`src/rtl/top.sv`:
```
// ---------------------------------------------------------------------------
// top -- dual-lane 64-bit ALU with registered results, a running accumulator,
// a rotating XOR signature, a free-running cycle counter and lane0 flags.
//
// Ports
//   clk       in   1    sole clock, all state updates on posedge
//   rst_n     in   1    asynchronous active-low reset
//   in_flat   in   258  {op[257:256], d[255:192], c[191:128], b[127:64], a[63:0]}
//   out_flat  out  330  {ovf, z, cy, pop[6:0], cnt, sig, acc, r1, r0}
//
// Parameter
//   ACC_INIT  reset value of the accumulator
//
// Build option
//   TOP_ACC_SAT_EN  when defined, the accumulator clamps at all-ones on
//                   carry-out instead of wrapping (ovf still sets).
//
// Op encoding (same for both lanes): 00 add, 01 sub, 10 and, 11 xor.
// ---------------------------------------------------------------------------
module top #(
    parameter logic [63:0] ACC_INIT = 64'h0
) (
    input  logic         clk,
    input  logic         rst_n,
    input  logic [257:0] in_flat,
    output logic [329:0] out_flat
);

    localparam int DATA_W = 64;

    function automatic logic [DATA_W-1:0] lane_op(input logic [1:0]        op,
                                                  input logic [DATA_W-1:0] x,
                                                  input logic [DATA_W-1:0] y);
        logic [DATA_W-1:0] res;
        case (op)
            2'b00:   res = x + y;
            2'b01:   res = x - y;
            2'b10:   res = x & y;
            default: res = x ^ y;
        endcase
        return res;
    endfunction

    function automatic logic [6:0] popcount(input logic [DATA_W-1:0] v);
        logic [6:0] n;
        n = '0;
        for (int i = 0; i < DATA_W; i++) begin
            n = n + {6'd0, v[i]};
        end
        return n;
    endfunction

    // Returns {carry_out, next_acc}; carry_out always reflects the raw
    // unsigned addition so ovf behaves the same in both build options.
    function automatic logic [DATA_W:0] acc_add(input logic [DATA_W-1:0] acc,
                                                input logic [DATA_W-1:0] val);
        logic [DATA_W:0] sum;
        sum = {1'b0, acc} + {1'b0, val};
`ifdef TOP_ACC_SAT_EN
        if (sum[DATA_W]) begin
            sum[DATA_W-1:0] = '1;
        end
`endif
        return sum;
    endfunction

    logic [DATA_W-1:0] a, b, c, d;
    logic [1:0]        op;
    logic [DATA_W-1:0] lane0, lane1;
    logic [DATA_W:0]   acc_sum;

    logic [DATA_W-1:0] r0_d, r0_q;
    logic [DATA_W-1:0] r1_d, r1_q;
    logic [DATA_W-1:0] acc_d, acc_q;
    logic [DATA_W-1:0] sig_d, sig_q;
    logic [DATA_W-1:0] cnt_d, cnt_q;
    logic [6:0]        pop_d, pop_q;
    logic              cy_d, cy_q;
    logic              z_d, z_q;
    logic              ovf_d, ovf_q;

    always_comb begin
        a  = in_flat[63:0];
        b  = in_flat[127:64];
        c  = in_flat[191:128];
        d  = in_flat[255:192];
        op = in_flat[257:256];

        lane0 = lane_op(op, a, b);
        lane1 = lane_op(op, c, d);

        r0_d = lane0;
        r1_d = lane1;

        acc_sum = acc_add(acc_q, lane0);
        acc_d   = acc_sum[DATA_W-1:0];
        ovf_d   = ovf_q | acc_sum[DATA_W];

        sig_d = {sig_q[DATA_W-2:0], sig_q[DATA_W-1]} ^ lane1;
        cnt_d = cnt_q + 64'd1;

        pop_d = popcount(lane0);
        z_d   = (lane0 == '0);

        // For add, the wrapped sum is below an operand exactly when it carried.
        case (op)
            2'b00:   cy_d = (lane0 < a);
            2'b01:   cy_d = (a < b);
            default: cy_d = 1'b0;
        endcase
    end

    always_ff @(posedge clk or negedge rst_n) begin
        if (!rst_n) begin
            r0_q  <= '0;
            r1_q  <= '0;
            acc_q <= ACC_INIT;
            sig_q <= '0;
            cnt_q <= '0;
            pop_q <= '0;
            cy_q  <= 1'b0;
            z_q   <= 1'b0;
            ovf_q <= 1'b0;
        end else begin
            r0_q  <= r0_d;
            r1_q  <= r1_d;
            acc_q <= acc_d;
            sig_q <= sig_d;
            cnt_q <= cnt_d;
            pop_q <= pop_d;
            cy_q  <= cy_d;
            z_q   <= z_d;
            ovf_q <= ovf_d;
        end
    end

    assign out_flat = {ovf_q, z_q, cy_q, pop_q, cnt_q, sig_q, acc_q, r1_q, r0_q};

endmodule

```
`config.mk`:
```
export PLATFORM = sky130hd
export DESIGN_NAME = top
export DESIGN_NICKNAME = d
export VERILOG_FILES = /design/src/rtl/top.sv
export SDC_FILE = /design/constraint.sdc
export NUM_CORES = 1
export LEC_CHECK = 0
export CELL_PAD_IN_SITES_DETAIL_PLACEMENT = 1
export CELL_PAD_IN_SITES_GLOBAL_PLACEMENT = 1
export CORE_MARGIN = 5
export CORE_UTILIZATION = 38
export CTS_BUF_LIST = sky130_fd_sc_hd__clkbuf_4
export CTS_CLUSTER_DIAMETER = 60
export DETAILED_ROUTE_END_ITERATION = 10
export PLACE_DENSITY = 0.92
export SYNTH_ARGS = -nofsm -noshare
export SYNTH_HDL_FRONTEND = slang
export SYNTH_SLANG_ARGS = --single-unit
```
`constraint.sdc`:
```
create_clock -name clk -period 4.05 [get_ports clk]
set_clock_uncertainty 0.15 [all_clocks]
set_input_delay 1.215 -clock clk [delete_from_list [all_inputs] [get_ports clk]]
set_output_delay 1.215 -clock clk [all_outputs]
set_load 0.005 [all_outputs]
```
==> impl_metrics.env, run 1 <==
export IMPL_outcome="did not finish"
export IMPL_failed_stage="5_1_grt"
export IMPL_stop_error="[ERROR GRT-0116] Global routing finished with congestion. Check the congestion regions in the DRC Viewer."
export IMPL_ys_seq_area_frac=0.239
export IMPL_clockRootBuffer="clkbuf_4"
export IMPL_postSynthAreaPerCell_um2=8.23
export IMPL_place_area_um2=54300
export IMPL_ys_ff_latch=330
export IMPL_ys_types=87
export IMPL_synth_nets=4923
export IMPL_placement_io_buffers=589
export IMPL_synth_async_sr_flop_share=1.00
export IMPL_ys_flop_type="dfrtp_1"
export IMPL_grt_max_degree=73
export IMPL_yosysTopAreaCellShare=0.239
export IMPL_cts_sinks=330
export IMPL_netlist_top_cells_count="ha_1 (400), a21oi_1 (372), dfrtp_1 (330)"
export IMPL_numCtsBuffers=96
export IMPL_ctsLongestPathBuffers=3
export IMPL_synth_enable_flop_cells=0
export IMPL_rows=110
export IMPL_yosysWarnings=0
export IMPL_start_util=0.384
export IMPL_htreeDepth=3
export IMPL_dieHeight_um=312
export IMPL_first_global_vias=71700
export IMPL_grt_pass1_wl_mm=588
export IMPL_synth_top_cell_by_area="dfrtp_1"
export IMPL_synthMostInstantiatedCell="ha_1"
export IMPL_ios=590
export IMPL_syn_area_um2=34600
export IMPL_globalplace_congestion=1.10
export IMPL_grt_use_total=0.798
export IMPL_die_w_um=312
export IMPL_synthCells=4205
export IMPL_hpwl_mm=191
export IMPL_grt_overflow=1033
export IMPL_synth_area_leaders="dfrtp_1 (24%), ha_1 (14%), a21oi_1 (5.4%), xnor2_1 (4.5%), xor2_1 (4.2%)"
export IMPL_placedCellCount=7304
==> stage by stage <==
stage,worst slack [ps],utilization
4_1_cts,-5400,0.658
3_5_place_dp,-7040,0.602
3_3_place_gp,-6340,0.602
2_1_floorplan,-5180,-
==> routing by layer <==
metal / track usage / overflow
met3: 0.679 / 25
met1: 0.757 / 27
met4: 0.829 / 385
met2: 0.965 / 594
met5: 0.388 / 2
==> cells by family after synthesis <==
logic type | share of synthesized area
mux | 0.0312
compound gates | 0.234
xor+xnor | 0.0873
flops | 0.239
fa+ha+maj | 0.178
buf+inv | 0.0526
simple gates | 0.178
==> timing repair <==
action	in CTS
hold buffers	1
pin swaps	219
hold endpoints to repair	16
setup endpoints to repair	211
resized for setup	807
setup buffers	134
==> run 2: changes to the inputs <==
==> config.mk (replaced) <==
export PLATFORM = sky130hd
export DESIGN_NAME = top
export DESIGN_NICKNAME = d
export VERILOG_FILES = /design/src/rtl/top.sv
export SDC_FILE = /design/constraint.sdc
export NUM_CORES = 1
export LEC_CHECK = 0
export CORE_MARGIN = 5
export CORE_UTILIZATION = 40
export DETAILED_ROUTE_END_ITERATION = 10
export PLACE_DENSITY_LB_ADDON = 0.15
export SYNTH_ARGS = -nofsm -noshare
export SYNTH_HDL_FRONTEND = slang
export SYNTH_SLANG_ARGS = --single-unit
==> constraint.sdc (replaced) <==
create_clock -name clk -period 5.3 [get_ports clk]
set_clock_uncertainty 0.15 [all_clocks]
set_input_delay 1.59 -clock clk [delete_from_list [all_inputs] [get_ports clk]]
set_output_delay 1.59 -clock clk [all_outputs]
set_load 0.005 [all_outputs]
==> run 2 against run 1 <==
The flow now finishes, with violations (negative setup slack). Synthesized area unchanged. Synthesized cell count unchanged.
==> impl_metrics.env, run 2 <==
export IMPL_met1_length_mm=67.8
export IMPL_crit_reg2reg_capture="acc_q[63]"
export IMPL_rsz0062_at_grt="yes"
export IMPL_yosysWarnings=0
export IMPL_drv_cap=0
export IMPL_ys_seq_area_frac=0.239
export IMPL_dieHeight_um=304
export IMPL_avgViaCountPerCell=5.54
export IMPL_rows=107
export IMPL_htreeDepth=2
export IMPL_hold_buffers=0
export IMPL_required_ps=5640
export IMPL_synthCells=4205
export IMPL_min_to="sig_q[51]"
export IMPL_cts_sinks=330
export IMPL_routed_wl_mm=167
export IMPL_p_total_mw=33.1
export IMPL_layout_drive_gt1_share=0.388
export IMPL_critPathMostFrequentCell="fa_2"
export IMPL_timing_hold_ws_ps=310
export IMPL_syn2layout_area_growth_pct=73.6
export IMPL_dieArea_um2=92500
export IMPL_min_period_over_period=1.84
export IMPL_slowest_delay_ps=570
export IMPL_wl_per_cell_um=22.1
export IMPL_grt_max_degree=93
export IMPL_power_leakage_nw=28.2
export IMPL_dr_wl_met3_mm=12.0
export IMPL_antenna_found_initial=17
export IMPL_ctsLongestPathBuffers=3
export IMPL_syn_area_um2=34600
export IMPL_hold_class="reg -> reg"
export IMPL_hold_viol=0
export IMPL_criticalPathCategory="in -> reg"
export IMPL_highest_layer="met5"
export IMPL_hpwl_mm=135
export IMPL_r2r_start="acc_q[3]"
export IMPL_slew_headroom=0.368
export IMPL_cp_end_kind="flop"
export IMPL_start_util=0.404
export IMPL_ant_nets=0
export IMPL_globalplace_congestion=0.993
export IMPL_die_w_um=304
export IMPL_utilization=0.702
export IMPL_cp_arrival_ps=10090
export IMPL_first_global_vias=41600
export IMPL_clock_latency_ps=610
export IMPL_outcome="complete, but fails checks"
export IMPL_hold_depth=1
export IMPL_setup_violations=126
export IMPL_ys_types=87
export IMPL_synth_area_leaders="dfrtp_1 (24%), ha_1 (14%), a21oi_1 (5.4%), xnor2_1 (4.5%), xor2_1 (4.2%)"
export IMPL_numCtsBuffers=39
export IMPL_cts_tree="done"
export IMPL_yosysTopAreaCellShare=0.239
export IMPL_grt_pass1_wl_mm=245
export IMPL_rr_worst_depth=16
export IMPL_ys_ff_latch=330
export IMPL_coreArea_um2=85500
export IMPL_min_period_ps=9750
export IMPL_routed_wl_met2_mm=79.6
export IMPL_synth_top_cell_by_area="dfrtp_1"
export IMPL_cp_start_kind="input pin"
export IMPL_cpMaxStageDelayCell="clkdlybuf4s50_1"
export IMPL_crit_buf_inv=7
export IMPL_worst_slack_ps=-4450
export IMPL_clockRootBuffer="clkbuf_16"
export IMPL_powerDensity_nw_per_um2=552
export IMPL_tightest_slew_ps=948
export IMPL_netlist_top_cells_count="ha_1 (400), a21oi_1 (372), dfrtp_1 (330)"
export IMPL_synth_async_sr_flop_share=1.00
export IMPL_crit_fanout=3
export IMPL_cpLargestDelayFamily="adder cells"
export IMPL_finalNetCount=7058
export IMPL_vias=41700
export IMPL_synthMostInstantiatedCell="ha_1"
export IMPL_violations="negative setup slack"
export IMPL_dr_pass1_iters=6
export IMPL_layout_cells_most_common_list="buf_4 (1549), clkdlybuf4s50_1 (505), ha_1 (333)"
export IMPL_finalMaxSlewViolations=0
export IMPL_mostFrequentLayoutCell="buf_4"
export IMPL_rrSetupSlack_ps=1420
export IMPL_synth_enable_flop_cells=0
export IMPL_placement_io_buffers=589
export IMPL_grt_overflow=0
export IMPL_min_from="sig_q[50]"
export IMPL_ios=590
export IMPL_grt_use_total=0.334
export IMPL_postSynthAreaPerCell_um2=8.23
export IMPL_vdd_drop_max_v=0.00394
export IMPL_drt_iter0_markers=3422
export IMPL_max_freq_mhz=103
export IMPL_synth_nets=4923
export IMPL_ys_flop_type="dfrtp_1"
export IMPL_clkTransAtPathRegs_ps=60
export IMPL_remaining_drc_errors=0
[run 2: cell counts after synthesis]
Identical to the previous run, type by type.
[run 2: layout make-up]
| type | count | area (um2) |
|---|---|---|
| Antenna cell | 10 | 25.0 |
| Clock buffer | 54 | 1120 |
| Clock inverter | 16 | 228 |
| Fill cell | 6799 | 25500 |
| Inverter | 309 | 1200 |
| Multi-Input combinational cell | 3395 | 28700 |
| Sequential cell | 330 | 8260 |
| Tap cell | 1144 | 1430 |
| Timing Repair Buffer | 2265 | 19100 |
[run 2: worst max-delay path by stage]
stage	start	to	slack [ps]	depth (start not counted)
2_1_floorplan	in_flat[75]	pop_q[6]	-4300	33
3_3_place_gp	in_flat[79]	pop_q[6]	-5410	33
3_5_place_dp	in_flat[74]	pop_q[5]	-5460	32
4_1_cts	in_flat[16]	pop_q[6]	-4360	33
5_1_grt	in_flat[80]	pop_q[6]	-4710	34
6_report	in_flat[38]	pop_q[6]	-4450	34
[run 2: what timing repair did]
item                                    in CTS  in global routing
gates resized for setup                    465                543
endpoints found under the setup margin     155                152
pin swaps                                  148                224
cloned                                       0                  2
buffers inserted                            58                118
[run 2: layer usage]
layer	vias up	track usage
met5	-	0
met4	6	0.128
met3	388	0.0568
met2	1640	0.568
met1	20200	0.425
li1	19500	-
[run 2: kinds of logic after synthesis]
| family | Yosys count | share of synthesized area |
|---|---|---|
| AOI/OAI and AO/OA | 1253 | 0.234 |
| and+or+nand+nor | 1237 | 0.178 |
| buffers and inverters | 480 | 0.0526 |
| adders and majority gates | 458 | 0.178 |
| xor gates and xnor gates | 344 | 0.0873 |
| DFF | 330 | 0.239 |
| muxes | 103 | 0.0312 |
[run 2: worst reg2reg max path, delay by kind of cell, from the launching register on]
family / cells / cell delay [ps]
compound gates: 9 / 1930
xor+xnor: 1 / 150
buf+inv: 3 / 500
flops: 1 / 400
simple gates: 2 / 290
fa+ha+maj: 1 / 330
[run 2: power by group]
part	switching [mW]	total (mW)	internal, mW
Sequential	0.547	4.08	3.53
Combinational	12.0	26.2	14.2
Clock	1.16	2.85	1.69
Total	13.8	33.1	19.4
[run 2: through the flow]
stage          setup WS, ps  cell area, um2  setup TNS [ps]  cells
2_1_floorplan         -4300           35700          -91600   4205
3_3_place_gp          -5410           53700         -311560   7284
3_5_place_dp          -5460           53700         -313420   7284
4_1_cts               -4360           56900         -128250   7407
5_1_grt               -4710           60100         -149270   7523
6_report              -4450           60100         -130870   7523
No activity file was read; power rests on OpenSTA's default activity.
==> run 3: changes to the inputs <==
--- a/config.mk
+++ b/config.mk
@@ -8,7 +8,9 @@
 export CORE_MARGIN = 5
 export CORE_UTILIZATION = 40
 export DETAILED_ROUTE_END_ITERATION = 10
+export HOLD_SLACK_MARGIN = 0.15
 export PLACE_DENSITY_LB_ADDON = 0.15
+export SETUP_SLACK_MARGIN = 0.05
 export SYNTH_ARGS = -nofsm -noshare
 export SYNTH_HDL_FRONTEND = slang
 export SYNTH_SLANG_ARGS = --single-unit
==> constraint.sdc (replaced) <==
create_clock -name clk -period 5.3 [get_ports clk]
set_clock_uncertainty 0.15 [all_clocks]
set_input_delay 1.59 -clock clk [delete_from_list [all_inputs] [get_ports clk]]
set_output_delay 1.59 -clock clk [all_outputs]
set_load 0.01 [all_outputs]
==> run 3 against run 2 <==
The flow still finishes with violations (negative setup slack). Fmax grew 2.0%. Non-clock buffer count shrank 95. Register-to-register slack lost 90 ps. Sequential share of layout area grew 0.47 points. Combinational power shrank 7%. First-iteration DRC count shrank 15%. Via count shrank 2.4%. Die area is the same. Largest power group unchanged.
==> impl_metrics.env, run 3 (synthesis results as in run 2) <==
export IMPL_fill_cells=7180
export IMPL_htreeDepth=2
export IMPL_hpwl_mm=133
export IMPL_syn2layout_area_growth_pct=67.8
export IMPL_vias=40700
export IMPL_rows=107
export IMPL_ant_nets=0
export IMPL_cp_arrival_ps=9900
export IMPL_cp_start_kind="input pin"
export IMPL_timing_hold_ws_ps=311
export IMPL_tns_ps=-114860
export IMPL_p_seq_frac=0.128
export IMPL_avgViaCountPerCell=5.47
export IMPL_hold_viol=0
export IMPL_dr_pass1_iters=6
export IMPL_ios=590
export IMPL_hold_class="reg -> reg"
export IMPL_powerDensity_nw_per_um2=538
export IMPL_grt_overflow=0
export IMPL_ctsLongestPathBuffers=3
export IMPL_grt_max_degree=101
export IMPL_crit_fanout=3
export IMPL_routed_wl_mm=162
export IMPL_setup_violations=132
export IMPL_mostFrequentLayoutCell="buf_4"
export IMPL_first_global_vias=41300
export IMPL_internal_power_mw=17.8
export IMPL_finalNetCount=6963
export IMPL_outcome="complete, but fails checks"
export IMPL_placement_io_buffers=589
export IMPL_layout_cells_most_common_list="buf_4 (1507), clkdlybuf4s50_1 (494), ha_1 (338)"
export IMPL_min_period_over_period=1.80
export IMPL_fin_area_um2=58100
export IMPL_grt_pass1_wl_mm=243
export IMPL_clockRootBuffer="clkbuf_16"
export IMPL_dp_slack_ps=-5430
export IMPL_antenna_found_initial=32
export IMPL_die_w_um=304
export IMPL_slew_headroom=0.263
export IMPL_cpMaxStageDelayCell="fa_2"
export IMPL_max_freq_mhz=105
export IMPL_slowest_delay_ps=590
export IMPL_cts_tree="done"
export IMPL_criticalPathCategory="in -> reg"
export IMPL_tightest_slew_ps=1100
export IMPL_drt_iter0_markers=2917
export IMPL_violations="negative setup slack"
export IMPL_start_util=0.404
export IMPL_cpLargestDelayFamily="adder cells"
export IMPL_place_area_um2=53600
export IMPL_power_switching_mw=13.4
export IMPL_coreArea_um2=85500
export IMPL_globalplace_congestion=1.02
export IMPL_switching_share=0.430
export IMPL_power_leakage_nw=27.4
export IMPL_rsz0062_at_grt="yes"
export IMPL_layout_drive_gt1_share=0.361
export IMPL_wl_per_cell_um=21.8
export IMPL_remaining_drc_errors=0
export IMPL_grt_use_total=0.332
export IMPL_drv_cap=0
export IMPL_dieHeight_um=304
export IMPL_min_period_ps=9560
export IMPL_finalMaxSlewViolations=0
export IMPL_dieArea_um2=92500
export IMPL_clkTransAtPathRegs_ps=60
export IMPL_vdd_drop_max_v=0.00281
export IMPL_crit_buf_inv=8
export IMPL_cp_end_kind="flop"
export IMPL_p_total_mw=31.2
export IMPL_numCtsBuffers=39
export IMPL_critPathMostFrequentCell="fa_1"
export IMPL_clock_latency_ps=600
export IMPL_worst_slack_ps=-4260
export IMPL_required_ps=5640
export IMPL_cts_sinks=330
export IMPL_pwr_share_clk=0.094
export IMPL_p_comb_frac=0.777
run 3: path summary, 6_finish.rpt:
kind | start | end | slack, ps | depth (start not counted)
max in group asynchronous | rst_n | r0_q[54] | 3040 | 2
worst max-delay path | in_flat[105] | pop_q[6] | -4260 | 35
min in group asynchronous | rst_n | cnt_q[34] | 900 | 1
worst min register to register | sig_q[53] | sig_q[54] | 310 | 1
worst max register to register | acc_q[1] | acc_q[63] | 1330 | 14
worst min-delay path | sig_q[53] | sig_q[54] | 310 | 1
run 3: metrics by stage:
step                       util  cells
after detailed placement  0.626   7263
after global routing      0.679   7438
final                     0.679   7443
after CTS                 0.669   7398
after floorplan               -   4205
after global placement    0.626   7263
run 3: cell type report:
class / instances / area (um2) / share of cell area
multi-input cells: 3395 / 27700 / 0.477
well taps: 1144 / 1430 / 0.0247
clock inverters: 22 / 340 / 0.00586
flip-flops and latches: 330 / 8260 / 0.142
repair buffers: 2170 / 18000 / 0.311
clock buffers: 49 / 1050 / 0.0181
diodes: 24 / 60.1 / 0.00103
inverters: 309 / 1200 / 0.0207
run 3: power by group through the flow:
| stage | combinational, mW | clock (mW) | sequential [mW] |
|---|---|---|---|
| final | 24.3 | 2.94 | 4.01 |
| after detailed placement | 22.6 | 0 | 4.05 |
| after floorplan | 12.7 | 0 | 4.29 |
| after global placement | 22.5 | 0 | 4.06 |
| after global routing | 26.1 | 3.11 | 4.07 |
| after CTS | 23.9 | 3.00 | 4.01 |
run 3: layer usage:
layer	vias up	share of wire	global-route usage
li1	19300	-	-
met1	19500	0.41	0.423
met2	1554	0.47	0.563
met3	323	0.072	0.0612
met4	14	0.040	0.120
met5	-	0.00052	0
run 3: what timing repair did:
item                       CTS  global route
setup endpoints to repair  160           156
resized for setup          573           214
setup buffers               68            23
pin swaps                  150            88
hold buffers                 0             0
